`src/rtl/dff_shift_pipe.sv`:
```
// ---------------------------------------------------------------------------
// dff_shift_pipe
//   Parametrised register chain of DEPTH stages, each WIDTH bits wide, on a
//   single clock. Supports synchronous reset, parallel load, enabled shifting
//   in either direction, and fill-level tracking. Typical uses are a
//   programmable delay line and a serial<->parallel converter.
//
//   Build option:
//     SHREG_PAR_OUT_EN - when defined, adds port par_out, which is a direct
//                        view of every stage register.
//
// Parameters
//   WIDTH     bits per stage (>= 1)
//   DEPTH     number of stages (>= 1)
//
// Ports
//   clk       rising-edge clock
//   rst       synchronous reset, active-high
//   en        shift enable
//   load      parallel load strobe; takes priority over en
//   dir       0: shift toward stage DEPTH-1; 1: shift toward stage 0
//   d_in      serial data entering the chain
//   par_in    parallel load data; stage k = par_in[k*WIDTH +: WIDTH]
//   q_out     serial output: stage DEPTH-1 when dir=0, stage 0 when dir=1
//   fill_cnt  number of valid stages, 0..DEPTH; saturates at DEPTH
//   full      fill_cnt == DEPTH
//   par_out   (SHREG_PAR_OUT_EN only) stage k at par_out[k*WIDTH +: WIDTH]
// ---------------------------------------------------------------------------
module dff_shift_pipe #(
   parameter int unsigned WIDTH = 8,
   parameter int unsigned DEPTH = 4
) (
   input  logic                           clk,
   input  logic                           rst,
   input  logic                           en,
   input  logic                           load,
   input  logic                           dir,
   input  logic [WIDTH-1:0]               d_in,
   input  logic [WIDTH*DEPTH-1:0]         par_in,
   output logic [WIDTH-1:0]               q_out,
   output logic [$clog2(DEPTH+1)-1:0]     fill_cnt,
   output logic                           full
`ifdef SHREG_PAR_OUT_EN
   ,
   output logic [WIDTH*DEPTH-1:0]         par_out
`endif
);

   localparam int unsigned CW = $clog2(DEPTH + 1);

   // Stage k lives at index k, so the packed layout matches par_in/par_out.
   logic [DEPTH-1:0][WIDTH-1:0] stage_q;
   logic [DEPTH-1:0][WIDTH-1:0] stage_d;
   logic [CW-1:0]               cnt_q;
   logic [CW-1:0]               cnt_d;

   // Chain extended by the serial input on one end. Slicing these avoids
   // out-of-range stage indices at the chain ends, including when DEPTH=1.
   logic [DEPTH:0][WIDTH-1:0]   ext_up;
   logic [DEPTH:0][WIDTH-1:0]   ext_dn;

   assign ext_up = {stage_q, d_in};   // ext_up[0] = d_in, ext_up[k+1] = stage_q[k]
   assign ext_dn = {d_in, stage_q};   // ext_dn[k] = stage_q[k], ext_dn[DEPTH] = d_in

   // Next-state: load beats shift beats hold; reset is applied in the register.
   always_comb begin
      stage_d = stage_q;
      cnt_d   = cnt_q;
      if (load) begin
         stage_d = par_in;
         cnt_d   = CW'(DEPTH);
      end else if (en) begin
         if (dir) begin
            stage_d = ext_dn[DEPTH:1];
         end else begin
            stage_d = ext_up[DEPTH-1:0];
         end
         // Saturate so that full persists while the oldest entry drops off.
         if (cnt_q != CW'(DEPTH)) begin
            cnt_d = cnt_q + CW'(1);
         end
      end
   end

   // State registers with synchronous reset.
   always_ff @(posedge clk) begin
      if (rst) begin
         stage_q <= '0;
         cnt_q   <= '0;
      end else begin
         stage_q <= stage_d;
         cnt_q   <= cnt_d;
      end
   end

   // Serial output follows the current direction, taken from the end data
   // leaves the chain in that direction.
   assign q_out    = dir ? stage_q[0] : stage_q[DEPTH-1];
   assign fill_cnt = cnt_q;
   assign full     = (cnt_q == CW'(DEPTH));

`ifdef SHREG_PAR_OUT_EN
   assign par_out  = stage_q;
`endif

endmodule

```
`config.mk`:
```
export PLATFORM = sky130hd
export DESIGN_NAME = dff_shift_pipe
export DESIGN_NICKNAME = d
export VERILOG_FILES = /design/src/rtl/dff_shift_pipe.sv
export SDC_FILE = /design/constraint.sdc
export NUM_CORES = 1
export LEC_CHECK = 0
export ABC_AREA = 1
export BUFFER_PORTS_ARGS = -buffer_cell sky130_fd_sc_hd__buf_2
export CORE_MARGIN = 2
export CORE_UTILIZATION = 51
export DETAILED_ROUTE_END_ITERATION = 12
export PLACE_DENSITY = 0.84
export SYNTH_ARGS = -nofsm -noshare
export SYNTH_HDL_FRONTEND = slang
export SYNTH_SLANG_ARGS = --single-unit
```
`constraint.sdc`:
```
create_clock -name clk -period 1.25 [get_ports clk]
set_input_delay 0.125 -clock clk [delete_from_list [all_inputs] [get_ports clk]]
set_output_delay 0.125 -clock clk [all_outputs]
set_load 0.05 [all_outputs]
```
==> Word level (Yosys, flattened, before mapping) <==
Cells that the tools add are included.
{ "word_totals": {"register_bits": 35, "in_bits": 45, "output_inout_bits": 12, "word_cells": 21} }
{ "op_classes": {"add_sub_neg": 1, "n_eq_ne": 2, "n_mux": 7, "n_reduce_logical": 5} }
{ "ops": {"columns": ["cell", "count"], "rows": [
  ["$mux 32", 3],
  ["$mux 3", 3],
  ["$mux 8", 1],
  ["$reduce_and 2->1", 2],
  ["$reduce_bool 2->1", 2],
  ["$add 3x1->3 const B", 1],
  ["$eq 3x3->1 const B", 1],
  ["$ne 3x3->1 const B", 1],
  ["$reduce_or 2->1", 1]
]} }

==> Depth between registers and ports, before layout <==
{ "logic_depth": {"ltp_word": 4, "ltp_mapped": 8, "ltp_nobuf": 8} }

==> Worst setup path before layout <==
OpenSTA, ideal clock, no wires.
{ "synth_path": {"kind": "input port to output port", "start": "input port dir", "end": "output port q_out[0]", "arrival_ns": 1.648, "required_time_ns": 1.125, "path_slack_ns": -0.523, "stages": 4, "n_path_buf": 2, "cell_sequence": "buf_2 inv_2 clkbuf_1 o21ai_0"} }
{ "synth_via": {"elab_chain_len": 1} }
{ "synth_rtl": {"columns": ["element", "line", "text"], "rows": [
  ["start, declared", "37", "input logic dir,"],
  ["$mux 8", "98", "assign q_out = dir ? stage_q[0] : stage_q[DEPTH-1];"],
  ["end, declared", "40", "output logic [WIDTH-1:0] q_out,"]
]} }
Every way passes these cells.

==> Worst setup path in the final report <==
{ "layout_path": {"start": "register stage_q (netlist bit ext_dn[24])", "end": "output port q_out[0]"} }
{ "layout_via": {"elab_chain_len": 1} }
{ "layout_rtl": {"columns": ["element", "line", "text"], "rows": [
  ["start, declared", "52", "logic [DEPTH-1:0][WIDTH-1:0] stage_q;"],
  ["start signal, assigned", "91", "stage_q <= stage_d;"],
  ["$mux 8", "98", null]
]} }
Every way passes these cells.

==> results.yml <==
worst_setup_path:
  critical_path.slowest_cell: "dfxtp_1"
  cpLargestDelayFamily: "flip-flops"
  cp_num_buf_inv: 1
  cp_max_fo: 3
  cp.required_ns: 1.12
  critPathMaxStageDelay_ns: 0.39
  timing.rr.start: "fill_cnt[1]"
  end_kind: "primary output"
  r2r_end: "fill_cnt[2]"
  worstSetupPathType: "reg -> out"
  startpoint_type: "flop"
  reg2reg_depth: 9
  worstPathArrival_ns: 1.12
  r2r_slack_ns: 0.09
  cp_cell_sequence: "nand2_1, o21ai_1, clkbuf_4"
grt:
  grt_pass1_wl_mm: 7.65
  grt_overflow: 0
  antenna_found_initial: 0
  grtUsageMet1_pct: 26.1
  first_global_vias: 1850
  top_usage_layer: "met2"
  grt_use_total_pct: 22.7
  use_met2_pct: 40.4
  grt_max_degree: 46
  grt_use_met3_pct: 3.75
pwr:
  p_sw_mw: 0.818
  p_comb_share_pct: 22.6
  power_mw: 2.63
  p_leak_nw: 1.16
  ir_worst_vdd_uv: 777
  swShare_pct: 31.1
  cellPowerDensity_nw_per_um2: 1070
  p_int_mw: 1.81
  p_seq_share_pct: 47.0
  clockPowerShare_pct: 30.4
floorplanning:
  die_h_um: 65.9
  die_width_um: 65.9
  io_pins: 57
  initial_utilization_pct: 53.4
  core_area_sq_um: 3660
  rows: 22
  dieArea_sq_um: 4350
yosys:
  synth_seq_cells: 35
  synth.distinct_cells: 21
  synth_top_area_share_pct: 35.8
  synthesis.area_sq_um: 1960
  yosysSeqAreaShare_pct: 35.8
  ys_async_sr_fraction_pct: 0
  synth_ff_type: "dfxtp_1"
  synth_area_leader_cell: "dfxtp_1"
  postSynthCellCount: 284
  synth_commonest_cells: "90 x nand2_1, 35 x dfxtp_1, 34 x a21oi_1"
  synth_edf_count: 0
  yosysMostFrequentCell: "nand2_1"
  postSynthAreaPerCell_sq_um: 6.89
  ys_warn_count: 0
  yosys-top-cells-area: "dfxtp_1 36%, nand2_1 17%, o211ai_1 10%, a21oi_1 8.7%, a21boi_0 6.9%"
  syn_nets: 331
sta:
  final_hold_viol_count: 0
  fin_crit_ns: 1.24
  fmax_mhz: 804
  fin_skew_ns: 0.00235
  worst_pin_slew_ns: 0.378
  drv_slew: 0
  hold_ws_ns: 0.125
  maxSlewHeadroom_pct: 74.8
  setup_viol: 0
  period_share_pct: 99.5
place:
  placed_area_sq_um: 2340
  hpwl_mm: 3.45
  io_buffers: 56
  gp_congestion: 0.793
finish:
  final_nets: 390
  syn_to_final_growth_pct: 26.3
  num_antenna_cells: 0
  fin_area_sq_um: 2470
  fin_util_pct: 67.5
  seqCellArea_sq_um: 707
  multi_input_area_sq_um: 1060
  n_fill_cell: 358
  drive_gt1_share_pct: 26.5
routing:
  routedWlPerCell_um: 12.1
  dr.pass1.iters: 4
  ant_nets: 0
  num_vias: 2064
  viasPerCell: 5.27
  drc_errors: 0
  wirelength_mm: 4.76
  dr.first_iter.drc_count: 146
cts:
  clockBufferDepth: 2
  cts_tree: "done"
  clk_latency_ns: 0.29
  cts_inserted_buffers: 5
  clkSinkCount: 35
  htreeDepth: 2
  clockRootBuffer: "clkbuf_8"
  cts_hold_buf: 0
  clk_pin_slew_ns: 0.07
run:
  drv_cap: 0
run_status:
  outcome: "complete, no violations"
hold_path:
  holdCritStartpoint: "par_in[23]"
  hold_class: "in -> reg"
  whs_endpoint: "ext_dn[23]"
  min_delay_path_depth: 3
[timing repair]
item,in CTS,in global routing
setup buffers,2,0
gates resized for setup,5,6
hold endpoints to repair,0,0
setup endpoints to repair,1,5
pin swaps,1,1
[per-layer routing]
| layer | up-vias | share of wire, % |
|---|---|---|
| met5 | - | 0 |
| met4 | 0 | 2.1 |
| met3 | 12 | 5.1 |
| met2 | 58 | 48 |
| met1 | 930 | 44 |
| li1 | 1064 | - |
[flip-flops by register name, indices dropped and copies added (netlist names)]
register and count:
ext_dn 32, fill_cnt 3
[layout make-up]
cell class	count	area share, %
Multi-Input combinational cell	199	43.1
Sequential cell	35	28.6
Timing Repair Buffer	73	18.2
Inverter	29	4.41
Clock buffer	7	3.09
Tap cell	48	2.43
Clock inverter	1	0.203
[tightest hold or removal path, stage by stage]
cell     delay, ns
buf_2         0.08
a22oi_1       0.07
a21oi_1       0.11
[power groups by stage]
stage	clock network (mW)	logic, mW	registers, mW
finish	0.800	0.595	1.24
global route	0.854	0.660	1.24
CTS	0.809	0.588	1.24
detailed placement	0	0.574	1.26
global placement	0	0.561	1.26
floorplan	0	0.380	1.26
[placed cells by master, fill, tap and decap left out, drive strengths merged]
cell and instances:
nand4 1, a21oi 34, nand3 2, buf 70, ha 2, o211ai 26, inv 29, clkinv 1
o21ai 7, nor2 7, a21boi 19, dfxtp 35, clkbuf 10, nand2 90, a22oi 10, o31ai 1
[worst max-delay path by stage]
stage | slack, ns | endpoint | cells after the start | startpoint
2_1_floorplan | -0.16 | q_out[0] | 4 | dir
3_3_place_gp | 0.14 | q_out[0] | 5 | dir
3_5_place_dp | 0.11 | fill_cnt[0] | 7 | fill_cnt[0]
4_1_cts | 0.02 | full | 5 | fill_cnt[0]
5_1_grt | -0.04 | q_out[0] | 3 | ext_dn[0]
6_report | 0.007 | q_out[0] | 3 | ext_dn[24]
[logic make-up after synthesis]
group / synth area share [%]
and+or+nand+nor: 20.0
adders and majority gates: 1.28
AOI/OAI and AO/OA: 32.0
buffers and inverters: 10.9
DFF: 35.8
[metrics by stage]
step	cells	TNS (ns)	setup slack (ns)
after floorplan	284	-0.626	-0.157
after global routing	392	-0.0451	-0.0448
after detailed placement	382	0	0.107
after global placement	382	0	0.139
after CTS	392	0	0.0159
final	392	0	0.00666
Power figures use the tool's default switching activity.
